**src/rtl/morra_cinese_param.sv**
```systemverilog
// Rock-paper-scissors match referee: scores valid rounds, enforces the no-repeat rule
// and ends the match on an early-win margin or when the configured round count is reached.
module morra_cinese_param #(
  parameter int MIN_ROUNDS = 4,
  parameter int WIN_MARGIN = 2,
  parameter bit NO_REPEAT  = 1'b1,
  parameter int CNT_W      = $clog2(15 + MIN_ROUNDS + 1)
) (
  input  logic             clk,
  input  logic             INIZIA,
  input  logic [1:0]       PRIMO,
  input  logic [1:0]       SECONDO,
  output logic [1:0]       MANCHE,
  output logic [1:0]       PARTITA,
  output logic [CNT_W-1:0] PUNTI1,
  output logic [CNT_W-1:0] PUNTI2,
  output logic [CNT_W-1:0] TURNO
);

  typedef enum logic {ST_PLAY = 1'b0, ST_END = 1'b1} state_t;

  localparam logic [CNT_W-1:0] MIN_R  = CNT_W'(MIN_ROUNDS);
  localparam logic [CNT_W-1:0] MARGIN = CNT_W'(WIN_MARGIN);

  state_t           state_r;
  logic [CNT_W-1:0] max_rounds_r;
  logic [CNT_W-1:0] turno_r;
  logic [CNT_W-1:0] punti1_r;
  logic [CNT_W-1:0] punti2_r;
  logic [1:0]       last_win_r;
  logic [1:0]       last_move_r;

  logic             repeat_s;
  logic             valid_s;
  logic [1:0]       winner_s;
  logic [CNT_W-1:0] turno_nxt_s;
  logic [CNT_W-1:0] punti1_nxt_s;
  logic [CNT_W-1:0] punti2_nxt_s;
  logic [CNT_W-1:0] diff_s;
  logic [1:0]       manche_s;
  logic [1:0]       partita_s;

  // 01 = a wins, 10 = b wins, 11 = draw (both moves assumed non-zero)
  function automatic logic [1:0] round_winner(input logic [1:0] a, input logic [1:0] b);
    logic [1:0] res;
    if (a == b) begin
      res = 2'b11;
    end else if ((a == 2'b01 && b == 2'b11) || (a == 2'b11 && b == 2'b10) ||
                 (a == 2'b10 && b == 2'b01)) begin
      res = 2'b01;
    end else begin
      res = 2'b10;
    end
    return res;
  endfunction

  // Round validation, score update preview and Mealy results
  always_comb begin
    repeat_s     = 1'b0;
    valid_s      = 1'b0;
    winner_s     = round_winner(PRIMO, SECONDO);
    turno_nxt_s  = turno_r;
    punti1_nxt_s = punti1_r;
    punti2_nxt_s = punti2_r;
    diff_s       = {CNT_W{1'b0}};
    manche_s     = 2'b00;
    partita_s    = 2'b00;

    if (NO_REPEAT && ((last_win_r == 2'b01 && PRIMO == last_move_r) ||
                      (last_win_r == 2'b10 && SECONDO == last_move_r))) begin
      repeat_s = 1'b1;
    end else begin
      repeat_s = 1'b0;
    end

    if (!INIZIA && state_r == ST_PLAY && PRIMO != 2'b00 && SECONDO != 2'b00 && !repeat_s) begin
      valid_s = 1'b1;
    end else begin
      valid_s = 1'b0;
    end

    if (valid_s) begin
      manche_s    = winner_s;
      turno_nxt_s = turno_r + {{(CNT_W-1){1'b0}}, 1'b1};
      case (winner_s)
        2'b01:   punti1_nxt_s = punti1_r + {{(CNT_W-1){1'b0}}, 1'b1};
        2'b10:   punti2_nxt_s = punti2_r + {{(CNT_W-1){1'b0}}, 1'b1};
        default: punti1_nxt_s = punti1_r;
      endcase

      if (punti1_nxt_s >= punti2_nxt_s) begin
        diff_s = punti1_nxt_s - punti2_nxt_s;
      end else begin
        diff_s = punti2_nxt_s - punti1_nxt_s;
      end

      // Early win takes priority over the round-limit verdict
      if (turno_nxt_s >= MIN_R && diff_s >= MARGIN) begin
        partita_s = (punti1_nxt_s > punti2_nxt_s) ? 2'b01 : 2'b10;
      end else if (turno_nxt_s == max_rounds_r) begin
        if (punti1_nxt_s > punti2_nxt_s) begin
          partita_s = 2'b01;
        end else if (punti2_nxt_s > punti1_nxt_s) begin
          partita_s = 2'b10;
        end else begin
          partita_s = 2'b11;
        end
      end else begin
        partita_s = 2'b00;
      end
    end else begin
      manche_s = 2'b00;
    end
  end

  // Match state, configuration and score registers
  always_ff @(posedge clk) begin
    if (INIZIA) begin
      state_r      <= ST_PLAY;
      max_rounds_r <= CNT_W'({PRIMO, SECONDO}) + MIN_R;
      turno_r      <= {CNT_W{1'b0}};
      punti1_r     <= {CNT_W{1'b0}};
      punti2_r     <= {CNT_W{1'b0}};
      last_win_r   <= 2'b00;
      last_move_r  <= 2'b00;
    end else if (valid_s) begin
      turno_r  <= turno_nxt_s;
      punti1_r <= punti1_nxt_s;
      punti2_r <= punti2_nxt_s;
      case (winner_s)
        2'b01: begin
          last_win_r  <= 2'b01;
          last_move_r <= PRIMO;
        end
        2'b10: begin
          last_win_r  <= 2'b10;
          last_move_r <= SECONDO;
        end
        default: last_win_r <= 2'b00;
      endcase
      if (partita_s != 2'b00) begin
        state_r <= ST_END;
      end else begin
        state_r <= ST_PLAY;
      end
    end else begin
      state_r <= state_r;
    end
  end

  assign MANCHE  = manche_s;
  assign PARTITA = partita_s;
  assign PUNTI1  = punti1_r;
  assign PUNTI2  = punti2_r;
  assign TURNO   = turno_r;

endmodule

```
**config.mk**
```make
export PLATFORM = sky130hd
export DESIGN_NAME = morra_cinese_param
export DESIGN_NICKNAME = d
export VERILOG_FILES = /design/src/rtl/morra_cinese_param.sv
export SDC_FILE = /design/constraint.sdc
export NUM_CORES = 1
export LEC_CHECK = 0
export CORE_MARGIN = 8
export CORE_UTILIZATION = 64
export CTS_CLUSTER_SIZE = 16
export DETAILED_ROUTE_END_ITERATION = 8
export DONT_BUFFER_PORTS = 1
export PLACE_DENSITY = 0.87
export SLEW_MARGIN = 10
export SYNTH_ARGS = -nofsm -noshare
export SYNTH_HDL_FRONTEND = slang
export SYNTH_SLANG_ARGS = --single-unit
```
**constraint.sdc**
```tcl
create_clock -name clk -period 4.9 [get_ports clk]
set_clock_uncertainty 0.1 [all_clocks]
set_input_delay 0.49 -clock clk [delete_from_list [all_inputs] [get_ports clk]]
set_output_delay 0.49 -clock clk [all_outputs]
set_load 0.005 [all_outputs]
```
==> flow_metrics.py <==
metrics = {
    "sta": {
        "fmax_ghz": 0.218,
        "rsz0062_at_grt": "false",
        "max_slew_margin_pct": 52.8,
        "tns_ns": 0,
        "tightest_slew_ns": 0.701,
        "finalHoldViolations": 0,
        "setup_viol": 0,
        "holdWs_ns": 0.0989,
        "final_max_slew_viol_count": 0,
        "fin_crit_ns": 4.60,
        "min_period_over_period_pct": 93.8,
    },
    "finish": {
        "drive_above_1_share_pct": 11.2,
        "layout_common_cells": "nor2_1, dfxtp_1, nand2_1",
        "instances_no_fill": 304,
        "fill_cells": 277,
        "antennaDiodeCount": 0,
        "multi_input_area_sq_um": 1560,
        "syn_to_final_growth_pct": 3.05,
        "final_common_cell": "nor2_1",
        "layout.nets": 281,
        "seqCellArea_sq_um": 551,
    },
    "setup_path": {
        "path_cells": "xnor2_2 -> nand2_1 -> and2_2 -> nand4_1 -> xor2_1 -> inv_1 -> ha_1 -> nand4_1 -> or3b_4 -> a31o_1 -> a41oi_2 -> o21ai_2 -> or3_4 -> o211ai_2",
        "worst-path-max-fanout": 17,
        "crit_top_cell": "nand4_1",
        "start_kind": "primary input",
        "critPathTopFamily": "simple AND/OR/NAND/NOR gates",
        "critical_path.endpoint_type": "output port",
        "regToRegSetupSlack_ns": 1.35,
        "cp.required_ns": 4.31,
        "cp_num_buf_inv": 1,
        "r2r_cells": 12,
        "slowest_delay_ns": 0.43,
        "critPathSlowestCell": "or3b_4",
        "r2r_start": "PUNTI1[0]$_SDFFE_PP0P_",
        "crit_type": "primary input to output port",
        "startpoint": "SECONDO[0]",
        "reg2reg_to": "state_r$_SDFFE_PP0P_",
        "endpoint": "PARTITA[0]",
        "cp.arrival_ns": 4.01,
        "cp.depth": 14,
    },
    "clock_network": {
        "path_clk_slew_ns": 0.16,
        "clk_latency_ns": 0.33,
        "h-tree-depth": 1,
        "cts_tree": "yes",
        "root_buffer": "clkbuf_4",
        "numCtsBuffers": 3,
        "clockBufferDepth": 2,
        "cts.sink_count": 25,
    },
    "yosys": {
        "ys_warn_count": 0,
        "synth_top_area_cell": "dfxtp_1",
        "synth_nets": 284,
        "syn-cell-area_sq_um": 2210,
        "synth_edf_count": 5,
        "synthFlopType": "dfxtp_1",
        "syn_avg_cell_area_sq_um": 8.45,
        "synth_top_cell_area_share_pct": 18.1,
        "syn_inst": 262,
        "postSynthRegisterBits": 25,
        "synthArstFlopShare_pct": 0,
        "ys_seq_area_share_pct": 24.9,
        "yosysUniqueCellTypes": 63,
        "synthTopCellsByArea": "dfxtp_1, ha_1, edfxtp_1",
    },
    "run": {
        "cap_violations": 0,
    },
    "route": {
        "routed_wl_um": 5290,
        "drtIter0Drc": 157,
        "firstDrtPassIters": 5,
        "wire_per_inst_um": 17.4,
        "postRouteAntennaNets": 0,
        "routed_via_density": 6.38,
        "dr_total_vias": 1941,
        "drc": 0,
    },
    "power_and_ir_drop": {
        "p_leak_nw": 0.889,
        "p_switching_mw": 0.186,
        "p_seq_share_pct": 44.6,
        "p_per_area_nw_per_um2": 231,
        "switching_share_pct": 35.4,
        "p_clk_share_pct": 19.0,
        "comb_power_share_pct": 36.4,
        "worst_ir_drop_vdd_mv": 0.223,
        "p_int_mw": 0.340,
    },
    "place": {
        "dp.cells": 300,
        "gp_congestion": 0.947,
        "io_buffers": 0,
        "dp_hpwl_um": 4040,
    },
    "floorplan": {
        "die_h_um": 74.8,
        "initial_core_util_pct": 66.4,
        "core_area_sq_um": 3340,
        "io_pins": 25,
        "die_area_sq_um": 5600,
        "row_count": 21,
        "fp.dieW_um": 74.8,
    },
    "global_route": {
        "antenna_found_initial": 0,
        "grt_pass1_wl_um": 8380,
        "grt_max_degree": 27,
        "grt_pass1_vias": 1788,
        "grt_usage_pct": 19.1,
        "grt_overflow": 0,
    },
    "status": {
        "status": "finished, final reports clean",
    },
    "min_path": {
        "hold_class": "primary input to register",
    },
}
flip-flops by register name (all words and copies together), names as in the netlist:
| register | count |
|---|---|
| PUNTI1 | 5 |
| PUNTI2 | 5 |
| TURNO | 5 |
| last_move_r | 2 |
| last_win_r | 2 |
| max_rounds_r | 5 |
| state_r | 1 |
cell type report:
| cell class | instances | share of cell area, % |
|---|---|---|
| Inverter | 12 | 1.97 |
| Timing Repair Buffer | 5 | 1.64 |
| Clock inverter | 1 | 0.329 |
| Tap cell | 46 | 2.52 |
| Multi-Input combinational cell | 212 | 68.4 |
| Clock buffer | 3 | 0.987 |
| Sequential cell | 25 | 24.1 |
cells by family (layout without fill, tap and decap cells):
kind of cell	after synthesis	count (layout)	share of synthesized area (%)
and+or+nand+nor	89	89	21.4
adders and majority gates	16	16	9.72
AOI/OAI and AO/OA	70	70	23.5
xor gates and xnor gates	31	31	12.9
buffers and inverters	25	21	4.69
DFF	25	25	24.9
muxes	6	6	2.94
power by group through the flow:
stage	Combinational, mW	Sequential, mW	Clock (mW)
6_report	0.191	0.235	0.100
5_1_grt	0.211	0.237	0.109
4_1_cts	0.189	0.235	0.101
3_5_place_dp	0.187	0.239	0
3_3_place_gp	0.184	0.239	0
2_1_floorplan	0.155	0.234	0
Yosys cell counts, types with 3 or more instances:
library cell and instances:
o31ai_1 3, inv_1 12, o211ai_1 6, nand3_1 7, or3_1 6, o21ai_0 13
a211oi_1 6, dfxtp_1 20, nor2_1 21, xnor2_1 14, nor3_1 6, a21o_1 3
edfxtp_1 5, a21oi_1 13, ha_1 14, xor2_1 15, a31o_2 3, mux2i_1 5
nand2_1 17, and3_1 5, nand4_1 5, clkbuf_1 9, nor2b_1 5
worst register-to-register path, delay by kind of cell (launching register included):
family / cells / cell delay, ns
xor+xnor: 1 / 0.22
buf+inv: 1 / 0.06
compound gates: 4 / 0.68
flops: 1 / 0.59
fa+ha+maj: 2 / 0.71
simple gates: 4 / 1.13
stage by stage:
step / utilization (%) / total power [mW] / setup slack [ns] / area [sq um]
after floorplan: - / 0.389 / 0.347 / 2210
after global placement: 67.5 / 0.423 / 0.364 / 2250
after detailed placement: 67.5 / 0.427 / 0.282 / 2250
after CTS: 68.4 / 0.524 / 0.275 / 2280
after global routing: 68.4 / 0.557 / 0.103 / 2280
final: 68.4 / 0.526 / 0.302 / 2280
repair_timing:
action,in CTS,in global routing
hold buffers,0,0
endpoints found under the setup margin,0,1
resized for setup,0,1
setup buffers,0,0
how the worst min path moves through the flow:
stage                                 endpoint                  startpoint  slack, ns  cells after the start
floorplan           last_win_r[0]$_SDFFE_PP0P_  last_win_r[0]$_SDFFE_PP0P_       0.35                      2
global placement    last_win_r[0]$_SDFFE_PP0P_  last_win_r[0]$_SDFFE_PP0P_       0.36                      2
detailed placement  last_win_r[0]$_SDFFE_PP0P_  last_win_r[0]$_SDFFE_PP0P_       0.37                      2
CTS                      TURNO[1]$_SDFFE_PP0P_                      INIZIA       0.10                      1
global route            PUNTI1[2]$_SDFFE_PP0P_                      INIZIA       0.08                      1
finish                   TURNO[1]$_SDFFE_PP0P_                      INIZIA        0.1                      1
per-layer routing:
metal	part of all wire, %	global-route usage (%)	vias to the layer above
met5	0	0	-
met4	1.4	4.13	0
met3	11	5.73	9
met2	45	30.9	85
met1	43	24.3	905
li1	-	-	942
No activity file was read; power rests on OpenSTA's default activity.
